`src/rtl/decoder_nx_scan.sv`:
```
// Registered N-to-2^N one-hot decoder with direct (valid/ready) and scan modes.
// Define DECODER_SCAN_BLANK_EN to insert one blank cycle after each scan step.
module decoder_nx_scan #(
    parameter int IN_W  = 3,
    parameter int DWELL = 4
) (
    input  logic                 clk,
    input  logic                 rst,
    input  logic                 en,
    input  logic                 mode,
    input  logic                 in_valid,
    output logic                 in_ready,
    input  logic [IN_W-1:0]      in,
    output logic [2**IN_W-1:0]   out,
    output logic [IN_W-1:0]      idx,
    output logic                 wrap
);

    localparam int OUT_W = 2**IN_W;
    localparam int CNT_W = (DWELL > 1) ? $clog2(DWELL) : 1;
    localparam logic [CNT_W-1:0] CNT_MAX = CNT_W'(DWELL - 1);
    localparam logic [IN_W-1:0]  IDX_MAX = '1;

    typedef enum logic [1:0] {
        IDLE,
        DIRECT,
        SCAN
    } state_t;

    state_t           state, state_n;
    logic [CNT_W-1:0] cnt, cnt_n;
    logic [IN_W-1:0]  idx_n;
    logic [OUT_W-1:0] out_n;
    logic             wrap_n;
    logic             held, held_n;
    logic             blank, blank_n;
    logic             hs;

    function automatic logic [OUT_W-1:0] onehot(input logic [IN_W-1:0] i);
        logic [OUT_W-1:0] r;
        r    = '0;
        r[i] = 1'b1;
        return r;
    endfunction

    assign in_ready = ~rst & en & ~mode;
    assign hs       = in_valid & in_ready;

    always_ff @(posedge clk) begin
        if (rst) begin
            state <= IDLE;
            cnt   <= '0;
            idx   <= '0;
            out   <= '0;
            wrap  <= 1'b0;
            held  <= 1'b0;
            blank <= 1'b0;
        end else begin
            state <= state_n;
            cnt   <= cnt_n;
            idx   <= idx_n;
            out   <= out_n;
            wrap  <= wrap_n;
            held  <= held_n;
            blank <= blank_n;
        end
    end

    always_comb begin
        state_n = state;
        cnt_n   = cnt;
        idx_n   = idx;
        out_n   = out;
        wrap_n  = 1'b0;
        held_n  = held;
        blank_n = blank;
        if (!en) begin
            // Freeze everything except the select lines, which go dark.
            out_n  = '0;
            held_n = 1'b1;
        end else if (mode) begin
            held_n = 1'b0;
            if (state != SCAN) begin
                state_n = SCAN;
                idx_n   = '0;
                cnt_n   = '0;
                out_n   = onehot('0);
                blank_n = 1'b0;
            end else if (held) begin
                // Resume cycle re-lights the frozen index without counting.
                out_n = blank ? '0 : onehot(idx);
`ifdef DECODER_SCAN_BLANK_EN
            end else if (blank) begin
                blank_n = 1'b0;
                out_n   = onehot(idx);
`endif
            end else if (cnt == CNT_MAX) begin
                cnt_n  = '0;
                idx_n  = idx + 1'b1;
                wrap_n = (idx == IDX_MAX);
`ifdef DECODER_SCAN_BLANK_EN
                out_n   = '0;
                blank_n = 1'b1;
`else
                out_n   = onehot(idx + 1'b1);
`endif
            end else begin
                cnt_n = cnt + 1'b1;
            end
        end else begin
            state_n = DIRECT;
            held_n  = 1'b0;
            blank_n = 1'b0;
            if (hs) begin
                idx_n = in;
                out_n = onehot(in);
            end else if (held && state != IDLE) begin
                out_n = onehot(idx);
            end
        end
    end

    always_ff @(posedge clk) begin
        if (!rst) assert ($onehot0(out));
    end

endmodule

```
`config.mk`:
```
export PLATFORM = sky130hd
export DESIGN_NAME = decoder_nx_scan
export DESIGN_NICKNAME = d
export VERILOG_FILES = /design/src/rtl/decoder_nx_scan.sv
export SDC_FILE = /design/constraint.sdc
export NUM_CORES = 1
export LEC_CHECK = 0
export ABC_CLOCK_PERIOD_IN_PS = 2200
export BUFFER_PORTS_ARGS = -buffer_cell sky130_fd_sc_hd__buf_4
export CAP_MARGIN = 15
export CORE_MARGIN = 2
export CORE_UTILIZATION = 55
export DETAILED_ROUTE_END_ITERATION = 16
export PLACE_DENSITY = 0.89
export SLEW_MARGIN = 0
export SYNTH_ARGS = -nofsm -noshare
export SYNTH_HDL_FRONTEND = slang
export SYNTH_SLANG_ARGS = --single-unit
```
`constraint.sdc`:
```
create_clock -name clk -period 2.2 [get_ports clk]
set_input_delay 0.22 -clock clk [delete_from_list [all_inputs] [get_ports clk]]
set_output_delay 0.22 -clock clk [all_outputs]
set_load 0.005 [all_outputs]
```
==> results of run 1 <==
[cell type report]
class,count,area [um2]
clock buffer,3,22.5
sequential,17,340
fill,190,686
inverter,4,15.0
tap,27,33.8
multi-input combinational,116,734
timing repair buffer,22,165
clock inverter,1,5.00
[Yosys cell counts (all sizes together), types with 2 or more instances]
library cell,n
inv,4
nand2b,2
nand4bb,2
nor2,18
nand3,2
o21ai,4
nor4,3
or4,2
o22ai,4
nand3b,6
ha,3
nor3b,2
a211oi,8
nand2,14
buf,5
a21oi,9
a311oi,3
dfxtp,17
clkbuf,6
nor3,12
or3,2
o32ai,3
o31ai,2
a21o,2
or3b,3
[flip-flops by register name (all words and copies together), names as in the netlist]
name / cells
out: 8
idx: 3
cnt: 2
state: 2
held: 1
wrap: 1
[worst max-delay path: cells and delay by family (launching register included)]
kind	cells	cell delay, ps
flops	1	330
simple gates	2	660
compound gates	2	320
fa+ha+maj	2	570
[power groups by stage]
stage	logic (mW)	clock network (mW)	registers, mW
2_1_floorplan	0.131	0	0.341
3_3_place_gp	0.170	0	0.342
3_5_place_dp	0.174	0	0.343
4_1_cts	0.176	0.178	0.336
5_1_grt	0.195	0.185	0.338
6_report	0.178	0.177	0.336
[logic make-up after synthesis]
logic type	after synthesis	share of synthesized area
and+or+nand+nor	72	0.332
AOI/OAI and AO/OA	40	0.247
DFF	17	0.287
buffers and inverters	15	0.0948
adders and majority gates	3	0.0316
muxes	1	0.00843
[worst min path at each step]
| stage | startpoint | to | slack (ps) | cells after the start |
|---|---|---|---|---|
| 3_5_place_dp | out[0] | out[0] | 460 | 2 |
| 5_1_grt | en | held | 170 | 2 |
| 3_3_place_gp | cnt[1] | cnt[1] | 440 | 2 |
| 6_report | en | held | 150 | 2 |
| 2_1_floorplan | rst | cnt[0] | 400 | 2 |
| 4_1_cts | en | held | 150 | 2 |
[routing by layer]
layer / vias to the layer above / track usage / wire (um) / part of all wire
li1: 584 / - / - / -
met1: 563 / 0.308 / 1200 / 0.42
met2: 48 / 0.423 / 1420 / 0.50
met3: 7 / 0.0387 / 194 / 0.068
met4: 0 / 0.0676 / 41 / 0.014
met5: - / 0 / 0 / 0
[per-stage QoR]
step	hold WS [ps]	setup slack (ps)	total power [mW]	area, um2
global route	171	102	0.719	1320
CTS	146	236	0.690	1320
detailed placement	459	261	0.517	1290
finish	149	249	0.691	1320
global placement	444	365	0.512	1290
floorplan	404	355	0.471	1190
[placed cells by master (no fill, tap or decap), drive strengths merged, types with 2 or more instances in the layout]
master / Yosys / final
or4: 2 / 2
or3b: 3 / 3
a211oi: 8 / 8
ha: 3 / 3
buf: 5 / 22
nor4: 3 / 3
a21o: 2 / 2
a21oi: 9 / 9
inv: 4 / 4
clkbuf: 6 / 3
nand3: 2 / 2
or3: 2 / 2
o21ai: 4 / 4
nor3b: 2 / 2
nand2: 14 / 14
o32ai: 3 / 3
nand3b: 6 / 6
nor2: 18 / 18
nand2b: 2 / 2
nor3: 12 / 12
nand4bb: 2 / 2
o22ai: 4 / 4
dfxtp: 17 / 17
a311oi: 3 / 3
o31ai: 2 / 2
==> impl_metrics.py, run 1 <==
metrics = {
    "global_routing": {
        "antenna_found_initial": 0,
        "grt_pass1_wl_mm": 4.80,
        "grt_pass1_vias": 1062,
        "track_usage": 0.243,
        "grt_max_degree": 25,
        "gr-total-overflow": 0,
    },
    "setup_path": {
        "r2r_start": "idx[0]",
        "cp.arrival_ps": 2180,
        "cp_max_fo": 6,
        "reg2reg_slack_ps": 250,
        "start_kind": "flip-flop",
        "crit_end": "out[5]",
        "r2r-end": "out[5]",
        "setup.worst_path.start": "idx[0]",
        "worstPathCellList": "ha_1 > ha_1 > or3b_2 > a211oi_1 > a211oi_1 > nor3_1",
        "crit_slowest_cell": "or3b_2",
        "worst-endpoint-required_ps": 2430,
        "max_stage_delay_ps": 480,
        "end_kind": "flip-flop",
        "timing_worst_setup_path_type": "reg -> reg",
        "r2r_cells": 6,
    },
    "routing": {
        "drtAntennaViolNets": 0,
        "wl_per_cell_um": 15.0,
        "drt_iter0_markers": 51,
        "vias": 1202,
        "first_pass_iters": 4,
        "finalWirelength_mm": 2.85,
        "drc": 0,
        "routed_via_density": 6.33,
    },
    "synth": {
        "syn_area_um2": 1190,
        "ys_ff_latch": 17,
        "ys_top_cells_by_area": "dfxtp_1 (29%), nor2_1 (5.7%), nor3_1 (5.1%)",
        "syn_nets": 159,
        "synth.distinct_cells": 39,
        "synth_top_cell_area_share": 0.287,
        "yosysTopAreaCell": "dfxtp_1",
        "yosysSeqAreaShare": 0.287,
        "synth_warnings": 0,
        "async_flop_share": 0,
        "syn_avg_cell_area_um2": 8.02,
        "synth_cells": 148,
        "synth_flop_cell": "dfxtp_1",
        "synth_edf_count": 0,
    },
    "layout": {
        "final_cells": 190,
        "area.growth.synth_to_final_pct": 10.9,
        "antennaDiodeCount": 0,
        "nets": 175,
        "layout-drive-gt1-share": 0.196,
        "post-route-util": 0.658,
    },
    "placed_design": {
        "io_buffers": 20,
        "hpwl_mm": 2.14,
        "routabilityCongestion": 0.931,
        "dp_cells": 186,
    },
    "floorplan": {
        "start_util": 0.593,
        "fp.dieW_um": 50.5,
        "pin_count": 21,
        "die_h_um": 50.5,
        "coreArea_um2": 2000,
        "rows": 16,
        "die_area_um2": 2550,
    },
    "cts": {
        "cts-resized-gates": 0,
        "h-tree-depth": 1,
        "clock_sinks": 17,
        "cts_tree": "done",
        "clkLatencyLatePin_ps": 300,
        "ctsLongestPathBuffers": 2,
        "clockRootBuffer": "clkbuf_4",
        "clkTransAtPathRegs_ps": 110,
        "post-cts-setup-buffer-count": 0,
        "ctsHoldBuffers": 0,
        "cts_buffers": 3,
    },
    "timing": {
        "setup_viol": 0,
        "fin_skew_ps": 9.53,
        "post-route-period-util": 0.887,
        "drv_slew": 0,
        "slew_headroom": 0.693,
        "hold_violations": 0,
        "setup_tns_ps": 0,
        "max_slew.worst_pin.slew_ps": 457,
        "fmax_mhz": 512,
        "rsz0062_at_grt": "no",
        "period_minus_slack_ps": 1950,
    },
    "power": {
        "combinationalPowerShare": 0.257,
        "seqPwrFrac": 0.487,
        "leakagePower_nw": 0.535,
        "ir_drop_v": 0.000349,
        "p_int_mw": 0.470,
        "p_clk_frac": 0.256,
        "switchingPower_mw": 0.221,
        "power.density_nw_per_um2": 525,
        "power_switching_share": 0.320,
    },
    "outcome": {
        "outcome": "finished, final reports clean",
    },
    "min_path": {
        "hold_path_class": "in -> reg",
    },
    "run": {
        "cap_viol_max_count": 0,
    },
}
Note: power is estimated with default switching activity, not from simulation.
==> run 2, diff against run 1 <==
CORE_UTILIZATION = 57   (was 55)
CTS_BUF_LIST = sky130_fd_sc_hd__clkbuf_8   (was default)
PLACE_DENSITY = 0.91   (was 0.89)
==> run 2 against run 1 <==
Final cell count decreased by 0.53%. Clock skew shrank 6.5 ps. Sequential power about the same. Wire length shrank 0.84%. Die area shrank 3.2%. Maximum frequency down 2.9%. Power is 9.2% higher. Sequential share of layout area shrank 0.22 points. Critical path type unchanged. Largest power group unchanged.
==> impl_metrics.py, run 2 (synthesis results as in run 1) <==
metrics = {
    "layout": {
        "biggestRegsByFlops": "out (8), idx (3)",
        "area.growth.synth_to_final_pct": 11.8,
        "largest_reg_flops": 8,
        "antennaDiodeCount": 0,
        "fin_area_um2": 1330,
        "layout-drive-gt1-share": 0.191,
        "regMostFlops": "out",
        "nets": 174,
        "fillers": 174,
        "final_cell_mix": "buf_4 (21), nor2_1 (18), dfxtp_1 (17)",
        "layout_commonest_cell": "buf_4",
        "final_cells": 189,
        "post-route-util": 0.677,
    },
    "placed_design": {
        "placed_cell_area_um2": 1280,
        "hpwl_mm": 2.05,
        "routabilityCongestion": 0.852,
        "dp_cells": 185,
        "io_buffers": 20,
    },
    "timing": {
        "slew_headroom": 0.732,
        "drv_slew": 0,
        "period_minus_slack_ps": 2010,
        "max_slew.worst_pin.slew_ps": 401,
        "setup_viol": 0,
        "fin_skew_ps": 3.06,
        "fmax_mhz": 497,
        "hold_violations": 0,
        "holdWs_ps": 195,
        "rsz0062_at_grt": "no",
        "setup_tns_ps": 0,
        "post-route-period-util": 0.914,
    },
    "global_routing": {
        "gr-total-overflow": 0,
        "grt_max_degree": 25,
        "grt_pass1_vias": 1043,
        "antenna_found_initial": 0,
        "track_usage": 0.260,
        "grt_pass1_wl_mm": 4.95,
    },
    "setup_path": {
        "start_kind": "flip-flop",
        "reg2reg_slack_ps": 190,
        "cp_max_fo": 11,
        "worst-endpoint-required_ps": 2390,
        "cp.arrival_ps": 2200,
        "end_kind": "flip-flop",
        "timing_worst_setup_path_type": "reg -> reg",
    },
    "run": {
        "cap_viol_max_count": 0,
    },
    "power": {
        "ir_drop_v": 0.000436,
        "combinationalPowerShare": 0.227,
        "power.density_nw_per_um2": 568,
        "leakagePower_nw": 0.538,
        "power_switching_share": 0.302,
        "p_int_mw": 0.527,
        "switchingPower_mw": 0.228,
        "seqPwrFrac": 0.450,
        "p_clk_frac": 0.323,
    },
    "routing": {
        "drt_iter0_markers": 58,
        "routed_via_density": 6.16,
        "drtAntennaViolNets": 0,
        "vias": 1165,
        "finalWirelength_mm": 2.83,
        "first_pass_iters": 4,
        "drc": 0,
        "wl_per_cell_um": 15.0,
    },
    "cts": {
        "clock_sinks": 17,
        "clkLatencyLatePin_ps": 260,
        "clkTransAtPathRegs_ps": 70,
        "ctsHoldBuffers": 0,
        "cts_tree": "done",
        "cts_buffers": 3,
        "h-tree-depth": 1,
        "clockRootBuffer": "clkbuf_8",
        "post-cts-setup-buffer-count": 0,
        "ctsLongestPathBuffers": 2,
        "cts-resized-gates": 0,
    },
    "floorplan": {
        "coreArea_um2": 1960,
        "start_util": 0.605,
        "die_area_um2": 2460,
        "die_h_um": 49.6,
        "fp.dieW_um": 49.6,
        "rows": 16,
        "pin_count": 21,
    },
    "min_path": {
        "hold_path_class": "in -> reg",
    },
    "outcome": {
        "outcome": "finished, final reports clean",
    },
}
run 2: cell count changes in the layout (fill, tap and decap cells not counted), sizes merged:
cell	before	now
buf	22	21
run 2: layer usage:
| metal | GRT usage | part of all wire | up-vias |
|---|---|---|---|
| met1 | 0.343 | 0.43 | 519 |
| met3 | 0.0485 | 0.063 | 16 |
| met2 | 0.411 | 0.47 | 50 |
| met4 | 0.116 | 0.034 | 0 |
| li1 | - | - | 580 |
| met5 | 0 | 0 | - |
run 2: area by class of cell:
cell class | instances | area [um2] | area share
inverter | 4 | 15.0 | 0.0113
clock buffer | 3 | 41.3 | 0.0311
sequential | 17 | 340 | 0.256
multi-input combinational | 116 | 734 | 0.553
tap | 27 | 33.8 | 0.0254
clock inverter | 1 | 5.00 | 0.00377
timing repair buffer | 21 | 158 | 0.119
run 2: worst max-delay path, stage by stage, from the launching register on:
cell,delay [ps]
dfxtp_1,400
ha_1,230
ha_1,360
or3b_2,470
a211oi_1,250
a211oi_1,70
nor3_1,160
run 2: metrics by stage:
stage | setup WS, ps | total power [mW]
after global routing | 101 | 0.794
after detailed placement | 220 | 0.514
final | 189 | 0.754
after global placement | 275 | 0.510
after CTS | 194 | 0.753
after floorplan | 355 | 0.471
run 2: final timing paths:
check,depth (start not counted),from,end
setup / recovery,6,idx[1],out[5]
hold / removal,2,rst,cnt[1]
setup reg to reg,6,idx[1],out[5]
hold reg to reg,2,out[0],out[0]
run 2: power by group through the flow:
stage / combinational, mW / clock (mW) / sequential, mW
after floorplan: 0.131 / 0 / 0.341
after detailed placement: 0.168 / 0 / 0.345
after CTS: 0.170 / 0.245 / 0.339
final: 0.171 / 0.244 / 0.339
after global placement: 0.166 / 0 / 0.344
after global routing: 0.191 / 0.261 / 0.342
